===== src/rtl/sipm_reader_pkg.sv =====
// Shared channel-state type, width helpers and height encoder for the SiPM reader.
package sipm_reader_pkg;

  typedef enum logic [1:0] {
    ST_IDLE   = 2'd0,
    ST_SETTLE = 2'd1,
    ST_READY  = 2'd2,
    ST_DEAD   = 2'd3
  } ch_state_e;

  localparam int MAX_THR = 7;
  localparam int CNT_W   = 4;

  function automatic int idx_width(input int n);
    return (n > 1) ? $clog2(n) : 1;
  endfunction

  function automatic int height_width(input int n_thr);
    return $clog2(n_thr + 1);
  endfunction

  // 1-based index of the highest asserted comparator, 0 when none is set.
  function automatic logic [2:0] height_encode(input logic [MAX_THR-1:0] lvl);
    logic [2:0] h;
    h = 3'd0;
    for (int i = 0; i < MAX_THR; i++) begin
      if (lvl[i]) h = 3'(i + 1);
    end
    return h;
  endfunction

endpackage


===== src/rtl/sipm_channel.sv =====
// One SiPM channel: comparator synchronizer, capture FSM, peak/timestamp latch.
// Optional pile-up tracking under SIPM_READER_PILEUP_EN.
module sipm_channel
  import sipm_reader_pkg::*;
#(
  parameter int N_THR         = 3,
  parameter int TIMESTAMP_LEN = 40,
  parameter int SETTLE_CYC    = 2,
  parameter int DEAD_CYC      = 4,
  localparam int HEIGHT_W     = height_width(N_THR)
) (
  input  logic                     clk,
  input  logic                     rst_n,
  input  logic                     en_i,
  input  logic                     clear_i,
  input  logic [N_THR-1:0]         comp_i,
  input  logic [TIMESTAMP_LEN-1:0] counter_i,
  input  logic                     ack_i,
  output logic                     ready_o,
  output logic [TIMESTAMP_LEN-1:0] ts_o,
  output logic [HEIGHT_W-1:0]      height_o
`ifdef SIPM_READER_PILEUP_EN
  ,
  output logic                     pileup_o
`endif
);

  logic [N_THR-1:0]         meta_q, sync_q;
  ch_state_e                state_q;
  logic [CNT_W-1:0]         cnt_q;
  logic [HEIGHT_W-1:0]      peak_q;
  logic [HEIGHT_W-1:0]      enc_s;
  logic [TIMESTAMP_LEN-1:0] ts_q;

  assign enc_s = HEIGHT_W'(height_encode(MAX_THR'(sync_q)));

  always_ff @(posedge clk or negedge rst_n) begin
    if (!rst_n) begin
      meta_q <= '0;
      sync_q <= '0;
    end else begin
      meta_q <= comp_i;
      sync_q <= meta_q;
    end
  end

  // Peak covers SETTLE_CYC samples starting with the entry edge; the edge that
  // moves to READY no longer samples.
  always_ff @(posedge clk or negedge rst_n) begin
    if (!rst_n) begin
      state_q <= ST_IDLE;
      cnt_q   <= '0;
      peak_q  <= '0;
      ts_q    <= '0;
    end else if (clear_i) begin
      state_q <= ST_IDLE;
      cnt_q   <= '0;
      peak_q  <= '0;
    end else begin
      case (state_q)
        ST_IDLE: begin
          if (en_i && (sync_q != '0)) begin
            state_q <= ST_SETTLE;
            ts_q    <= counter_i;
            peak_q  <= enc_s;
            cnt_q   <= CNT_W'(1);
          end
        end
        ST_SETTLE: begin
          if (cnt_q >= CNT_W'(SETTLE_CYC)) begin
            state_q <= ST_READY;
          end else begin
            if (enc_s > peak_q) peak_q <= enc_s;
            cnt_q <= cnt_q + CNT_W'(1);
          end
        end
        ST_READY: begin
          if (ack_i) begin
            state_q <= ST_DEAD;
            cnt_q   <= CNT_W'(1);
          end
        end
        ST_DEAD: begin
          if (cnt_q >= CNT_W'(DEAD_CYC)) begin
            if (sync_q == '0) state_q <= ST_IDLE;
          end else begin
            cnt_q <= cnt_q + CNT_W'(1);
          end
        end
        default: state_q <= ST_IDLE;
      endcase
    end
  end

  assign ready_o  = (state_q == ST_READY);
  assign ts_o     = ts_q;
  assign height_o = peak_q;

`ifdef SIPM_READER_PILEUP_EN
  logic seen_nz_q, pileup_q;

  // A fresh 0 -> non-zero edge while the record waits marks it as piled up.
  always_ff @(posedge clk or negedge rst_n) begin
    if (!rst_n) begin
      seen_nz_q <= 1'b0;
      pileup_q  <= 1'b0;
    end else begin
      seen_nz_q <= (sync_q != '0);
      if (clear_i || (state_q != ST_READY) || ack_i) begin
        pileup_q <= 1'b0;
      end else if ((sync_q != '0) && !seen_nz_q) begin
        pileup_q <= 1'b1;
      end
    end
  end

  assign pileup_o = pileup_q;
`endif

endmodule


===== src/rtl/sipm_multi_reader.sv =====
// Multi-channel SiPM reader: N_CH channels, round-robin arbiter, registered record output.
// Defining SIPM_READER_PILEUP_EN adds the out_pileup port.
module sipm_multi_reader
  import sipm_reader_pkg::*;
#(
  parameter int N_CH          = 4,
  parameter int N_THR         = 3,
  parameter int TIMESTAMP_LEN = 40,
  parameter int SETTLE_CYC    = 2,
  parameter int DEAD_CYC      = 4,
  localparam int CH_W         = idx_width(N_CH),
  localparam int HEIGHT_W     = height_width(N_THR)
) (
  input  logic                     clk,
  input  logic                     rst_n,
  input  logic                     clear_latches,
  input  logic [N_CH*N_THR-1:0]    comparators_input,
  input  logic [TIMESTAMP_LEN-1:0] counter_input,
  output logic                     out_valid,
  input  logic                     out_ready,
  output logic [CH_W-1:0]          out_channel,
  output logic [HEIGHT_W-1:0]      out_height,
  output logic [TIMESTAMP_LEN-1:0] out_timestamp
`ifdef SIPM_READER_PILEUP_EN
  ,
  output logic                     out_pileup
`endif
);

  logic [1:0]                               arm_q;
  logic [N_CH-1:0]                          ready_s, cand_s;
  logic [N_CH-1:0][TIMESTAMP_LEN-1:0]       ts_s;
  logic [N_CH-1:0][HEIGHT_W-1:0]            height_s;
  logic                                     hs_s, found_s;
  logic [CH_W-1:0]                          sel_s, idx_s, ptr_q;
  logic                                     valid_q;
  logic [CH_W-1:0]                          channel_q;
  logic [HEIGHT_W-1:0]                      height_q;
  logic [TIMESTAMP_LEN-1:0]                 ts_q;
`ifdef SIPM_READER_PILEUP_EN
  logic [N_CH-1:0]                          pileup_s;
  logic                                     pileup_q;
`endif

  assign hs_s = valid_q & out_ready;

  // Reset release is re-timed so captures start on the third edge after it.
  always_ff @(posedge clk or negedge rst_n) begin
    if (!rst_n) begin
      arm_q <= 2'b00;
    end else begin
      arm_q <= {arm_q[0], 1'b1};
    end
  end

  for (genvar c = 0; c < N_CH; c++) begin : g_ch
    sipm_channel #(
      .N_THR        (N_THR),
      .TIMESTAMP_LEN(TIMESTAMP_LEN),
      .SETTLE_CYC   (SETTLE_CYC),
      .DEAD_CYC     (DEAD_CYC)
    ) u_ch (
      .clk      (clk),
      .rst_n    (rst_n),
      .en_i     (arm_q[1]),
      .clear_i  (clear_latches),
      .comp_i   (comparators_input[c*N_THR +: N_THR]),
      .counter_i(counter_input),
      .ack_i    (hs_s && (channel_q == CH_W'(c))),
      .ready_o  (ready_s[c]),
      .ts_o     (ts_s[c]),
      .height_o (height_s[c])
`ifdef SIPM_READER_PILEUP_EN
      ,
      .pileup_o (pileup_s[c])
`endif
    );

    // The channel being handed off this edge is not eligible again.
    assign cand_s[c] = ready_s[c] && !(hs_s && (channel_q == CH_W'(c)));
  end

  always_comb begin
    found_s = 1'b0;
    sel_s   = ptr_q;
    idx_s   = ptr_q;
    for (int k = 1; k <= N_CH; k++) begin
      idx_s = CH_W'((int'(ptr_q) + k) % N_CH);
      if (!found_s && cand_s[idx_s]) begin
        found_s = 1'b1;
        sel_s   = idx_s;
      end
    end
  end

  // Record register reloads whenever it is empty or its record is being taken.
  always_ff @(posedge clk or negedge rst_n) begin
    if (!rst_n) begin
      valid_q   <= 1'b0;
      channel_q <= '0;
      height_q  <= '0;
      ts_q      <= '1;
      ptr_q     <= '0;
`ifdef SIPM_READER_PILEUP_EN
      pileup_q  <= 1'b0;
`endif
    end else if (clear_latches) begin
      valid_q <= 1'b0;
    end else if (!valid_q || hs_s) begin
      valid_q <= found_s;
      if (found_s) begin
        channel_q <= sel_s;
        height_q  <= height_s[sel_s];
        ts_q      <= ts_s[sel_s];
        ptr_q     <= sel_s;
`ifdef SIPM_READER_PILEUP_EN
        pileup_q  <= pileup_s[sel_s];
`endif
      end
    end
  end

  assign out_valid     = valid_q;
  assign out_channel   = channel_q;
  assign out_height    = height_q;
  assign out_timestamp = ts_q;
`ifdef SIPM_READER_PILEUP_EN
  assign out_pileup    = pileup_q;
`endif

endmodule


===== config.mk =====
export PLATFORM = sky130hd
export DESIGN_NAME = sipm_multi_reader
export DESIGN_NICKNAME = d
export VERILOG_FILES = /design/src/rtl/sipm_reader_pkg.sv /design/src/rtl/sipm_channel.sv /design/src/rtl/sipm_multi_reader.sv
export SDC_FILE = /design/constraint.sdc
export NUM_CORES = 1
export LEC_CHECK = 0
export ABC_AREA = 1
export CORE_ASPECT_RATIO = 0.75
export CORE_UTILIZATION = 39
export DETAILED_ROUTE_END_ITERATION = 8
export SKIP_CTS_REPAIR_TIMING = 1
export SYNTH_ARGS = -nofsm -noshare
export SYNTH_HDL_FRONTEND = slang
export SYNTH_HIERARCHICAL = 1
export SYNTH_SLANG_ARGS = --single-unit

===== constraint.sdc =====
create_clock -name clk -period 1.95 [get_ports clk]
set_input_delay 0.2925 -clock clk [delete_from_list [all_inputs] [get_ports clk]]
set_output_delay 0.2925 -clock clk [all_outputs]
set_load 0.05 [all_outputs]

==> results by group <==
Status
  – Status: finished, violations left
  – Failing checks: negative setup slack

Route
  – Vias per Instance: 4.77
  – Iter 0 DRT Violations: 804
  – Routed length per placed instance: 15.5 um
  – Vias: between 10000 and 15000
  – Final wirelength: 36.5 mm
  – Remaining DRCs: 0
  – TritonRoute pass-1 iters: 5
  – Antenna Nets Post-Route: 0

Timing
  – RSZ-0062 raised after global routing: yes
  – Setup WS post-layout: -419 ps
  – Tcrit/Tclk final: 1.21
  – Setup TNS: -16250 ps
  – Slew margin rel.: 0.614
  – Minimum clock period after layout: 2370 ps
  – Max Slew Vio Count: 0
  – Clk_skew: 15.2 ps
  – Fin Hold WS: approximately 170 ps
  – Max Clk Rate: 422 MHz
  – Final setup viols: between 40 and 50
  – Worst-Margin Slew: ~580 ps
  – Final hold violations: 0

Global routing
  – M1 GR Usage: 0.266
  – Antenna violations before repair: 0
  – GRT met3 Usage: 0.0263
  – Met2 global-route usage: 0.293
  – GRT Util Overall: 0.185
  – Grt ovf: 0
  – Global routing's busiest layer: met2
  – Vias in the first global route: 10700
  – First-pass GRT wire length: around 56 mm
  – Largest net degree at the start of global routing: 81

Layout
  – Reg area: ~0.0066 mm2
  – Final instance area: 0.0180 mm2
  – Nets: 1954
  – Finished Layout Cells: roughly 2300
  – Fill count: 3359
  – Multi-input logic area: around 0.0067 mm2
  – Area grow syn2layout: 26.8%
  – Layout cells sized above 1: 0.291
  – N_diodes: 0

Synthesis
  – Post-synthesis simple-gate area fraction: 0.277
  – Combinational family with the most area after synthesis: simple AND/OR/NAND/NOR gates
  – Synth cell types: 32
  – Syn nets: between 1500 and 2000
  – #FFs+latches synth: about 260
  – Syn Inst Count: 1705
  – Mapped cell area: around 0.014 mm2
  – Adder-cell share of the synthesized area: 0.0316
  – Register area share after synthesis: 0.466
  – Mean Syn Cell Area: roughly 8.3 um2
  – Multiplexer area fraction after synthesis: 0
  – Compound-Gate Fraction of Synth Area: 0.110
  – Syn. warnings: 6
  – Synth Area in XOR/XNOR: 0.00185

Floorplan
  – Starting Density: 0.397
  – CORE AREA: around 0.036 mm2
  – Die ar.: ~0.037 mm2
  – Die width: 223 um
  – Die Y: ~170 um
  – Cell row count: 60
  – I/O pin count: slightly above 100

CTS
  – Worst skew pair latency: approximately 560 ps
  – CTS Buf Count: 29
  – TritonCTS Sinks: 263
  – CTS max path bufs: 3
  – CTS root buf: clkbuf_16
  – Clk pin slew, worst setup/hold paths: ~60 ps
  – H-tree depth: 1
  – CTS tree: yes

Worst setup path
  – FF-to-FF End: out_height[0]
  – Slowest stage delay, CP: 540 ps
  – CP Max Fanout: 11
  – Worst path depth: 15
  – Worst setup SP type: flip-flop
  – R2R Setup Slk: -420 ps
  – Worst reg2reg startpoint: ptr_q[0]
  – Crit-path cells: buf_6 > ha_4 > nand3_4 > nand3_4 > buf_4 > nand3_1 > nand2_1 > inv_2 > o21ai_4 > buf_6 > nor2_4 > inv_4 > buf_12 > nor2_1 > nor2_1
  – Worst Setup SP: ptr_q[0]
  – Setup crit end kind: flip-flop
  – Crit path DAT: 2810 ps
  – Slowest cell on crit path: dfrtp_4
  – Setup CP Type: flip-flop to flip-flop
  – CP Buf/Inv Count: 6
  – R2R depth: 15
  – Setup crit end: out_height[0]
  – Required time worst endpoint: 2390 ps
  – Top Family by Delay on Critical Path: buffers and inverters

Power and ir drop
  – Internal power: 20.2 mW
  – P_sw: ~16 mW
  – Clock share of power: 0.149
  – Switch share: 0.448
  – Cell Pwr Density: 2030 mW/mm2
  – Reg power frac: 0.265
  – Peak supply drop: 1.05 mV
  – Leakage dissipation: between 9 and 10 nW
  – Combinational power share: 0.586
  – Overall Power: between 30 and 40 mW

Worst hold path
  – Hold Path Class: primary input to flip-flop
  – HP Start: comparators_input[3]

Flow run
  – Max Cap Viol: 0

Placement
  – Placed Instance Area: 0.0160 mm2
  – IO buf count: 100
  – Routability congestion estimate: about 0.84
  – DP Wirelength: roughly 22 mm
  – Placed cells: 2265
cell usage in the layout, fill, tap and decap left out, types with 3 or more instances in the layout:
cell / count
a21oi_1: 16
buf_12: 25
buf_4: 85
buf_6: 18
buf_8: 3
clkbuf_1: 7
clkbuf_16: 37
clkbuf_8: 6
clkdlybuf4s50_1: 53
clkinv_2: 7
dfrtp_1: 220
dfstp_2: 40
ha_1: 32
ha_4: 3
inv_1: 249
inv_4: 6
nand2_1: 489
nand2_2: 46
nand2_4: 17
nand2_8: 3
nand3_1: 74
nand3_2: 26
nand3_4: 20
nand3b_1: 27
nand4_1: 29
nor2_1: 95
nor2_2: 13
nor2_4: 10
nor2_8: 4
o21ai_0: 3
o21ai_2: 161
o21bai_1: 4
or2_0: 26
xnor2_1: 3
sequential cells by signal (all words and copies together) (netlist names):
register / count
g_ch.u_ch/cnt_q: 16
g_ch.u_ch/sync_q: 12
g_ch.u_ch/state_q: 8
out_height: 2
g_ch.u_ch/meta_q: 12
ptr_q: 2
out_valid: 1
g_ch.u_ch/ts_o: 160
out_timestamp: 40
g_ch.u_ch/height_o: 8
arm_q: 2
power groups by stage:
stage	logic (mW)	registers, mW	clock network [mW]
6_report	21.5	9.70	5.46
5_1_grt	23.4	9.99	5.81
4_1_cts	17.3	9.62	5.60
3_5_place_dp	17.3	9.67	0
3_3_place_gp	17.0	9.64	0
2_1_floorplan	10.6	10.9	0
metal layers:
metal / vias to the layer above / share of wire
li1: 5587 / -
met1: 5326 / 0.49
met2: 226 / 0.44
met3: 58 / 0.039
met4: 0 / 0.023
met5: - / 0
worst min-delay path by stage:
stage / end / slack, ps / cells past startpoint
6_report: g_ch[1].u_ch/meta_q[0] / 170 / 1
5_1_grt: g_ch[1].u_ch/meta_q[2] / 150 / 1
4_1_cts: ptr_q[0] / -330 / 1
3_5_place_dp: ptr_q[0] / 260 / 1
3_3_place_gp: g_ch[0].u_ch/state_q[0] / 250 / 1
2_1_floorplan: arm_q[0] / -3 / 0
cell type report:
| type | instances | share of cell area |
|---|---|---|
| inverters | 259 | 0.0555 |
| multi-input cells | 1111 | 0.370 |
| well taps | 465 | 0.0322 |
| clock buffers | 42 | 0.0462 |
| clock inverters | 10 | 0.00568 |
| repair buffers | 198 | 0.123 |
| flip-flops and latches | 263 | 0.368 |
cell usage after synthesis (all sizes together):
cell type	instances	area, um2
o21bai	4	30.0
clkinv	1	5.00
or2	27	169
ha	36	450
nand4	29	181
dfrtp	223	5580
nand3	120	676
nand3b	27	203
conb	1	3.75
nor2	122	601
inv	258	981
clkbuf	3	11.3
dfstp	40	1050
o21ai	167	1450
xnor2	3	26.3
nor3	2	10.0
a21oi	17	85.1
buf	71	623
nand2	554	2100
cell families (layout without fill, tap and decap cells):
family / count (synthesis) / count (layout)
and+or+nand+nor: 881 / 882
buffers and inverters: 333 / 509
DFF: 263 / 263
AOI/OAI and AO/OA: 188 / 189
adders and majority gates: 36 / 36
xor gates and xnor gates: 3 / 3
other: 1 / 1
through the flow:
step,utilization,worst slack (ps)
finish,0.503,-419
detailed placement,0.447,-973
global placement,0.447,-920
global route,0.503,-537
floorplan,-,-262
CTS,0.473,-811
(Power assumes the default switching activity.)
